[src/rtl/instr_responder_pkg.sv]
// Shared types and default widths for the instruction responder slice.
package instr_pkg;

    localparam int DATA_W = 16;
    localparam int OUT_W  = 32;

    typedef enum logic [1:0] {
        INSTR_WRITE = 2'b00,
        INSTR_READ  = 2'b01,
        INSTR_ADD   = 2'b10,
        INSTR_MUL   = 2'b11
    } instr_e;

    typedef enum logic {
        ST_IDLE = 1'b0,
        ST_MUL  = 1'b1
    } state_e;

endpackage

[src/rtl/instr_responder_if.sv]
// Single-beat request / result bus between an instruction master and the responder.
interface instr_responder_if #(
    parameter int DATA_W   = 16,
    parameter int NUM_REGS = 4,
    parameter int OUT_W    = 32
);

    localparam int SEL_W = $clog2(NUM_REGS);

    logic [DATA_W-1:0] data_i;
    logic [SEL_W-1:0]  reg_sel;
    logic [1:0]        instru;
    logic              valid_i;
    logic [OUT_W-1:0]  data_o;
    logic              valid_o;
    logic              busy_o;

    modport master (
        output data_i, reg_sel, instru, valid_i,
        input  data_o, valid_o, busy_o
    );

    modport slave (
        input  data_i, reg_sel, instru, valid_i,
        output data_o, valid_o, busy_o
    );

endinterface

[src/rtl/instr_responder_shift_add_mult.sv]
// Iterative shift-add multiplier: one partial product per step, DATA_W steps per product.
module shift_add_mult #(
    parameter int DATA_W = 16,
    parameter int OUT_W  = 32
) (
    input  logic              clk,
    input  logic              rst,
    input  logic              start,
    input  logic              step,
    input  logic [OUT_W-1:0]  a_in,
    input  logic [DATA_W-1:0] b_in,
    output logic              done,
    output logic [OUT_W-1:0]  product
);

    localparam int CNT_W = $clog2(DATA_W);

    logic [OUT_W-1:0]  a;
    logic [OUT_W-1:0]  acc;
    logic [OUT_W-1:0]  acc_next;
    logic [DATA_W-1:0] b;
    logic [CNT_W-1:0]  cnt;

    assign acc_next = b[0] ? acc + a : acc;

    // The last step's partial product is folded in combinationally, so the
    // caller can register the exact product on the same edge done is seen.
    assign done    = step && (cnt == CNT_W'(DATA_W - 1));
    assign product = acc_next;

    // NOTE: state registers use non-blocking assignments so every flop samples
    // the pre-edge values of its peers, independent of statement order.
    always_ff @(posedge clk or posedge rst) begin
        if (rst) begin
            a   <= '0;
            b   <= '0;
            acc <= '0;
            cnt <= '0;
        end else if (start) begin
            a   <= a_in;
            b   <= b_in;
            acc <= '0;
            cnt <= '0;
        end else if (step) begin
            acc <= acc_next;
            a   <= a << 1;
            b   <= b >> 1;
            cnt <= cnt + CNT_W'(1);
        end
    end

endmodule

[src/rtl/instr_responder.sv]
// Responder for single-beat WRITE/READ/ADD/MUL requests over a small register file.
// Define INSTR_RESPONDER_DROP_CNT_EN to add drop_cnt_o, a saturating count of dropped requests.
module instr_responder #(
    parameter int DATA_W   = instr_pkg::DATA_W,
    parameter int NUM_REGS = 4,
    parameter int OUT_W    = instr_pkg::OUT_W
) (
    input  logic               clk,
    input  logic               rst,
    instr_responder_if.slave   bus
`ifdef INSTR_RESPONDER_DROP_CNT_EN
    ,
    output logic [7:0]         drop_cnt_o
`endif
);

    instr_pkg::state_e state;
    instr_pkg::state_e next_state;
    instr_pkg::instr_e op;

    logic [DATA_W-1:0] regs [NUM_REGS];
    logic [DATA_W-1:0] sel_val;
    logic [DATA_W:0]   sum;

    logic              accept;
    logic              mult_start;
    logic              mult_step;
    logic              mult_done;
    logic [OUT_W-1:0]  product;

    assign op      = instr_pkg::instr_e'(bus.instru);
    assign sel_val = regs[bus.reg_sel];
    assign sum     = {1'b0, sel_val} + {1'b0, bus.data_i};

    always_ff @(posedge clk or posedge rst) begin
        if (rst) begin
            state <= instr_pkg::ST_IDLE;
        end else begin
            state <= next_state;
        end
    end

    // NOTE: every combinational output gets a default first, so no path
    // through the case statement can leave a latch behind.
    always_comb begin
        next_state = state;
        unique case (state)
            instr_pkg::ST_IDLE: if (mult_start) next_state = instr_pkg::ST_MUL;
            instr_pkg::ST_MUL:  if (mult_done)  next_state = instr_pkg::ST_IDLE;
            default:            next_state = instr_pkg::ST_IDLE;
        endcase
    end

    // Requests arriving while a multiply is iterating are never accepted.
    always_comb begin
        accept     = 1'b0;
        mult_start = 1'b0;
        mult_step  = 1'b0;
        unique case (state)
            instr_pkg::ST_IDLE: begin
                accept     = bus.valid_i;
                mult_start = bus.valid_i && (op == instr_pkg::INSTR_MUL);
            end
            instr_pkg::ST_MUL: begin
                mult_step  = 1'b1;
            end
            default: ;
        endcase
    end

    assign bus.busy_o = (state == instr_pkg::ST_MUL);

    shift_add_mult #(
        .DATA_W (DATA_W),
        .OUT_W  (OUT_W)
    ) u_mult (
        .clk     (clk),
        .rst     (rst),
        .start   (mult_start),
        .step    (mult_step),
        .a_in    (OUT_W'(sel_val)),
        .b_in    (bus.data_i),
        .done    (mult_done),
        .product (product)
    );

    // NOTE: the register file is reset explicitly because a READ straight
    // after reset must return zero, so it cannot map onto reset-less RAM.
    always_ff @(posedge clk or posedge rst) begin
        if (rst) begin
            for (int i = 0; i < NUM_REGS; i++) begin
                regs[i] <= '0;
            end
            bus.data_o  <= '0;
            bus.valid_o <= 1'b0;
        end else begin
            bus.valid_o <= 1'b0;
            if (accept) begin
                unique case (op)
                    instr_pkg::INSTR_WRITE: regs[bus.reg_sel] <= bus.data_i;
                    instr_pkg::INSTR_READ: begin
                        bus.data_o  <= OUT_W'(sel_val);
                        bus.valid_o <= 1'b1;
                    end
                    instr_pkg::INSTR_ADD: begin
                        bus.data_o  <= OUT_W'(sum);
                        bus.valid_o <= 1'b1;
                    end
                    instr_pkg::INSTR_MUL: ;
                    default: ;
                endcase
            end else if (mult_done) begin
                bus.data_o  <= product;
                bus.valid_o <= 1'b1;
            end
        end
    end

`ifdef INSTR_RESPONDER_DROP_CNT_EN
    logic drop;

    assign drop = (state == instr_pkg::ST_MUL) && bus.valid_i;

    always_ff @(posedge clk or posedge rst) begin
        if (rst) begin
            drop_cnt_o <= '0;
        end else if (drop && (drop_cnt_o != 8'hFF)) begin
            drop_cnt_o <= drop_cnt_o + 8'd1;
        end
    end
`endif

endmodule

[src/flat_wrapper.sv]
// flat-port wrapper written by rule: the top's interface ports become plain ports
module instr_responder_flat 
#(
    parameter int DATA_W   = instr_pkg::DATA_W,
    parameter int NUM_REGS = 4,
    parameter int OUT_W    = instr_pkg::OUT_W
)
  (clk, rst, bus_data_i, bus_reg_sel, bus_instru, bus_valid_i, bus_data_o, bus_valid_o, bus_busy_o);
  instr_responder_if #(.DATA_W(DATA_W), .NUM_REGS(NUM_REGS), .OUT_W(OUT_W)) bus_i ();
  input  logic clk;
  input  logic rst;
  input wire logic [$bits(bus_i.data_i)-1:0] bus_data_i;
  input wire logic [$bits(bus_i.reg_sel)-1:0] bus_reg_sel;
  input wire logic [$bits(bus_i.instru)-1:0] bus_instru;
  input wire logic [$bits(bus_i.valid_i)-1:0] bus_valid_i;
  output wire logic [$bits(bus_i.data_o)-1:0] bus_data_o;
  output wire logic [$bits(bus_i.valid_o)-1:0] bus_valid_o;
  output wire logic [$bits(bus_i.busy_o)-1:0] bus_busy_o;
  assign bus_i.data_i = bus_data_i;
  assign bus_i.reg_sel = bus_reg_sel;
  assign bus_i.instru = bus_instru;
  assign bus_i.valid_i = bus_valid_i;
  assign bus_data_o = bus_i.data_o;
  assign bus_valid_o = bus_i.valid_o;
  assign bus_busy_o = bus_i.busy_o;
  instr_responder #(.DATA_W(DATA_W), .NUM_REGS(NUM_REGS), .OUT_W(OUT_W)) u_core (.clk(clk), .rst(rst), .bus(bus_i));
endmodule
[config.mk]
export PLATFORM = sky130hd
export DESIGN_NAME = instr_responder_flat
export DESIGN_NICKNAME = d
export VERILOG_FILES = /design/src/rtl/instr_responder_pkg.sv /design/src/rtl/instr_responder_if.sv /design/src/rtl/instr_responder_shift_add_mult.sv /design/src/rtl/instr_responder.sv /design/src/flat_wrapper.sv
export SDC_FILE = /design/constraint.sdc
export NUM_CORES = 1
export LEC_CHECK = 0
export ABC_AREA = 1
export CORE_UTILIZATION = 45
export CTS_CLUSTER_SIZE = 12
export DETAILED_ROUTE_END_ITERATION = 10
export GPL_TIMING_DRIVEN = 0
export PLACE_DENSITY = 0.63
export REMOVE_ABC_BUFFERS = 1
export SYNTH_ARGS = -nofsm -noshare
export SYNTH_HDL_FRONTEND = slang
export SYNTH_SLANG_ARGS = --single-unit
[constraint.sdc]
create_clock -name clk -period 6.12 [get_ports clk]
set_input_delay 1.224 -clock clk [delete_from_list [all_inputs] [get_ports clk]]
set_output_delay 1.224 -clock clk [all_outputs]
set_load 0.02 [all_outputs]
======== Yosys cells after proc, flatten, opt, wreduce, memory -nomap -nowiden ========
Index checks and enable logic that the tools add are counted.
storage, ports and cells
  bits in registers ....................... 182
  input port bits ......................... 23
  word-level logic and storage cells ...... 59
cells by class
  muxes and demuxes ....................... 27
  equal/unequal tests ..................... 5
  bitwise gates (word level) .............. 2
  reduce and logical (&&, ||, !) cells .... 9
  order comparisons ....................... 2
  $add $sub $neg .......................... 3
operator list
  cell                                                       number
  two-way mux 32 bit                                         7
  two-way mux 16 bit                                         5
  bitwise mux 64 bit                                         1
  one-hot mux 32 bit (2 select lines)                        1
  adder 32 bit                                               1
  binary-select mux 16 bit (select 2 bit)                    1
  demux 16 bit (select 2 bit)                                1
  adder 16 x 16 -> 17 bit                                    1
  two-way mux 1 bit                                          8
  two-way mux 4 bit                                          2
  adder 4 x 1 -> 4 bit (second input constant)               1
  equality test 2 bit (second input constant)                2
  equality test 4 bit (second input constant)                1
  AND reduction 2 bit                                        2
  nonzero test 2 bit                                         2
  greater-or-equal comparator 3 bit (second input constant)  1
  logical AND 1 bit                                          3
  < comparator 3 x 1 -> 1 bit (second input constant)        1
  != test 3 bit (second input constant)                      1
  inverter 2 -> 3 bit                                        1
  equality test 2 x 1 -> 1 bit (second input constant)       1
  zero test 2 bit                                            1
  one-hot mux 1 bit (2 select lines)                         1
  OR reduction 2 bit                                         1
  inverter 1 bit                                             1

======== Depth between registers and ports, before layout ========
  depth in word-level cells ............... 7
  depth in mapped cells ................... 19
  depth with buffers taken out ............ 18

======== Cells and area by module ========
From an unflattened synthesis, not the netlist that was laid out.
second synthesis, totals
  cells, all modules ...................... 1602
  area, all modules ....................... 11848.9 um^2
by module, submodules not included
  module           cells an instance  times used  area each (um^2)  seq. area each (um^2)
  shift_add_mult   970                1           6428.7            2102.0
  instr_responder  632                1           5420.2            2452.4

======== Worst setup path after synthesis ========
Ideal clock, no wire load.
  path type ............................... input-to-reg
  from .................................... input port bus_reg_sel[1]
  to ...................................... register u_core.bus.data_o[12]
  cell stages on the path ................. 18
  path slack .............................. 2877 ps
  path buffers ............................ 1
  arrival time ............................ 3161 ps
  cell sequence ........................... nand2_1 buf_2 inv_2 a21oi_1 nand2_1 ha_1 fa_1 nand2_1 inv_1 nand2_1 nand3_1 nand2_1 nand2_1 nand2_1 nand2_1 nand2_1 nand3_1 a31oi_1
on the way
  word-level cells in the longest chain between the ends .. 7
RTL lines
  element                                                    RTL line                  RTL
  start: declaration                                         flat_wrapper.sv:13        input wire logic [$bits(bus_i.reg_sel)-1:0] bus_reg_sel;
  inverter 2 -> 3 bit (implied by the code) (*)              instr_responder.sv:32     assign sel_val = regs[bus.reg_sel];
  binary-select mux 16 bit (select 2 bit) (*)                instr_responder.sv:32
  two-way mux 16 bit (implied by the code) (*) (2 in a row)  instr_responder.sv:32
  adder 16 x 16 -> 17 bit                                    instr_responder.sv:33     assign sum = {1'b0, sel_val} + {1'b0, bus.data_i};
  one-hot mux 32 bit (2 select lines) (*)                    instr_responder.sv:99     unique case (op)
  two-way mux 32 bit (*)                                     instr_responder.sv:98     if (accept) begin
  end signal: assignment                                     instr_responder.sv:102    bus.data_o <= OUT_W'(sel_val);
  end signal: assignment                                     instr_responder.sv:106    bus.data_o <= OUT_W'(sum);
  end signal: assignment                                     instr_responder.sv:113    bus.data_o <= product;
  end: declaration                                           instr_responder_if.sv:25  output data_o, valid_o, busy_o
Every way passes the cells marked *; elsewhere a longest branch is shown, timed or not. The select of a mux whose other input is x is not followed.
A chain may end at the register's enable or synchronous reset.

======== Worst setup path after layout ========
  from .................................... input port bus_reg_sel[0]
  to ...................................... register u_core.bus.data_o[8]
The elaborated chain is that of the path after synthesis.

==> results_dict.tcl <==
set metrics [dict create \
    ys.flop_type "dfrtp_1" \
    start_util 0.4609 \
    cp_max_fo 16 \
    rows 57 \
    antenna_cells 0 \
    die_area_mm2 0.02562 \
    firstDrtPassIters 5 \
    htreeDepth 4 \
    root_buffer "clkbuf_16" \
    hpwl_um 21880 \
    area_delta_synth_final_pct 13.47 \
    globalRouteTotalUtil 0.2434 \
    synth_cell_types 38 \
    cts_tree "built" \
    cp_common_cell "nand2_1" \
    cpMaxStageDelayCell "nor2_2" \
    cts_buffers 17 \
    portBuffers 56 \
    synth.area.top_cells "dfrtp_1, nand2_1, inv_1" \
    yosysSeqAreaShare 0.4052 \
    drv_slew 0 \
    yosys.area.top_type "dfrtp_1" \
    cp.depth 19 \
    grt_overflow 0 \
    crit_required_ns 6.49 \
    clock.fmax_ghz 0.2510 \
    cts_buffer_depth 2 \
    clock_sink_count 182 \
    r2r_start "u_core.bus.busy_o$_DFF_PP0_" \
    synth_top_cell_area_share 0.4052 \
    hold_violations 0 \
    rrSetupSlack_ns 2.43 \
    synth_edf_count 0 \
    peakVddDrop_v 0.0002024 \
    post_cts_buffers 0 \
    drive_above_1_share 0.07356 \
    avgViaCountPerCell 5.210 \
    maxCapViolCount 0 \
    cp.buffers_inverters 4 \
    power_mw 6.167 \
    worst_slew_pin_slew_ns 1.091 \
    ys_seq_elements 182 \
    clkLatencyLatePin_ns 0.44 \
    yosys_warnings 0 \
    slew_headroom 0.2709 \
    p_leak_nw 6.709 \
    post-route-period-util 0.6510 \
    place_congestion 0.9206 \
    ff2ff_path_depth 7 \
    clock_skew_ns 0.01361 \
    ant_nets 0 \
    syn_inst 1528 \
    critPathLaunchType "primary input" \
    core_area_mm2 0.02439 \
    die_h_um 160.1 \
    drt_first_iter_violations 741 \
    grt_setup_unrepaired "no" \
    syn_area_mm2 0.01124 \
    cp_top_family "simple AND/OR/NAND/NOR gates" \
    final_common_cell "nand2_1" \
    vias 9905 \
    startpoint "bus_reg_sel[0]" \
    synth-async-reset-ratio 1.000 \
    dp_cells 1869 \
    cts.clk_slew.worst_paths_ns 0.08 \
    setup-violations-final 0 \
    grt_antenna_before_repair 0 \
    cp-end-kind "flip-flop" \
    synth.avg_cell_area_um2 7.357 \
    r2r_end "u_core.bus.data_o[2]$_DFFE_PP0P_" \
    path_class "in2reg" \
    endpoint "u_core.bus.data_o[8]$_DFFE_PP0P_" \
    ios 57 \
    mostFrequentLayoutCells "nand2_1, inv_1, dfrtp_1" \
    die_w_um 160.1 \
    grt_pass1_vias 9650 \
    p_per_area_mw_per_mm2 483.5 \
    grt_pass1_wl_um 49680 \
    finalNonFillerCells 1901 \
    wl_per_cell_um 15.62 \
    hold_class "reg2reg" \
    cp.arrival_ns 4.35 \
    status "finished clean" \
    fin_crit_ns 3.984 \
    max_stage_delay_ns 0.62 \
    routed_wl_um 29690 \
    grt_max_degree 106 \
    final_net_count 1640 \
    cts_hold_buf 0 \
    cp_cell_sequence "clkdlybuf4s50_1 -> nor2_2 -> inv_1 -> o22ai_1 -> a21oi_1 -> nand2_1 -> ha_1 -> fa_1 -> nand2_1 -> inv_1 -> nand2_1 -> nand3_1 -> nand2_1 -> nand2_1 -> xor2_1 -> nand2_1 -> nand2_1 -> inv_1 -> a21oi_1" \
    drc 0 \
    ctsResizeCount 0 \
]
[worst min-delay path by stage]
stage / end / depth (start not counted) / start / slack (ns)
after floorplan: u_core.u_mult.b[3]$_DFFE_PP0P_ / 2 / u_core.u_mult.b[3]$_DFFE_PP0P_ / 0.45
after global placement: u_core.bus.data_o[18]$_DFFE_PP0P_ / 2 / u_core.bus.data_o[18]$_DFFE_PP0P_ / 0.46
after detailed placement: u_core.bus.data_o[27]$_DFFE_PP0P_ / 2 / u_core.bus.data_o[27]$_DFFE_PP0P_ / 0.47
after CTS: u_core.bus.data_o[27]$_DFFE_PP0P_ / 2 / u_core.bus.data_o[27]$_DFFE_PP0P_ / 0.49
after global routing: u_core.regs[50]$_DFFE_PP0P_ / 1 / u_core.regs[50]$_DFFE_PP0P_ / 0.50
final: u_core.bus.data_o[21]$_DFFE_PP0P_ / 2 / u_core.bus.data_o[21]$_DFFE_PP0P_ / 0.48
[layer usage]
layer	wire length [um]	global-route usage	up-vias
met5	0	0	-
met4	433	0.05887	0
met3	1101	0.03299	24
met2	14230	0.4115	194
met1	13930	0.3292	4712
li1	-	-	4975
[cell usage after synthesis, drive strengths merged, types with 3 or more instances]
cell type	count
nand2	518
inv	224
dfrtp	182
nand3	143
nor2	89
a21oi	62
ha	51
o21ai	47
mux2	43
buf	22
clkbuf	22
o211ai	20
o22ai	19
or2	17
a22oi	14
o221ai	11
xnor2	6
nor3	5
a22o	4
and2	4
nand3b	4
nand4	4
xor2	4
a21o	3
a31oi	3
[cell families after synthesis]
| kind of cell | after synthesis | share of synthesized area |
|---|---|---|
| buffers and inverters | 268 | 0.09216 |
| XOR/XNOR | 10 | 0.007791 |
| AO/OA/AOI/OAI | 188 | 0.1016 |
| adder cells (fa/ha/maj) | 53 | 0.06033 |
| multiplexers | 43 | 0.04308 |
| flip-flops | 182 | 0.4052 |
| AND/OR/NAND/NOR | 784 | 0.2898 |
[worst register-to-register path, delay by kind of cell, from the launching register on]
family,cells,cell delay (ns)
AO/OA/AOI/OAI,2,1.12
buffers and inverters,3,1.08
flip-flops,1,0.78
AND/OR/NAND/NOR,2,0.59
[flip-flops by register name, indices dropped and copies added (netlist names)]
signal	flops
u_core.u_mult.cnt	4
u_core.u_mult.acc	32
u_core.regs	64
u_core.u_mult.b	16
u_core.bus.data_o	32
u_core.bus.valid_o	1
u_core.u_mult.a	32
u_core.bus.busy_o	1
[cell type report]
cell class                      instances  area [um2]
Fill cell                            2381       11640
Sequential cell                       182        4557
Multi-Input combinational cell       1078        5655
Clock inverter                         14       173.9
Tap cell                              324       405.4
Clock buffer                           18       439.2
Timing Repair Buffer                   61       675.6
Inverter                              224       848.3
[where the power goes]
| group | internal [mW] | switching (mW) | total, mW |
|---|---|---|---|
| clock network | 0.568 | 0.564 | 1.13 |
| logic | 1.15 | 1.87 | 3.02 |
| registers | 1.68 | 0.335 | 2.02 |
| total | 3.40 | 2.77 | 6.17 |
[through the flow]
stage	setup slack, ns	hold WS, ns	instance area (um2)	util	setup TNS, ns
after floorplan	-0.04767	0.4520	11050	-	-8.676
after global placement	-2.754	0.4621	12010	0.4925	-509.91
after detailed placement	1.702	0.4652	12140	0.4978	0
after CTS	2.146	0.4859	12750	0.5229	0
after global routing	1.899	0.5038	12750	0.5229	0
final	2.136	0.4835	12750	0.5229	0
No activity file was read; power rests on OpenSTA's default activity.
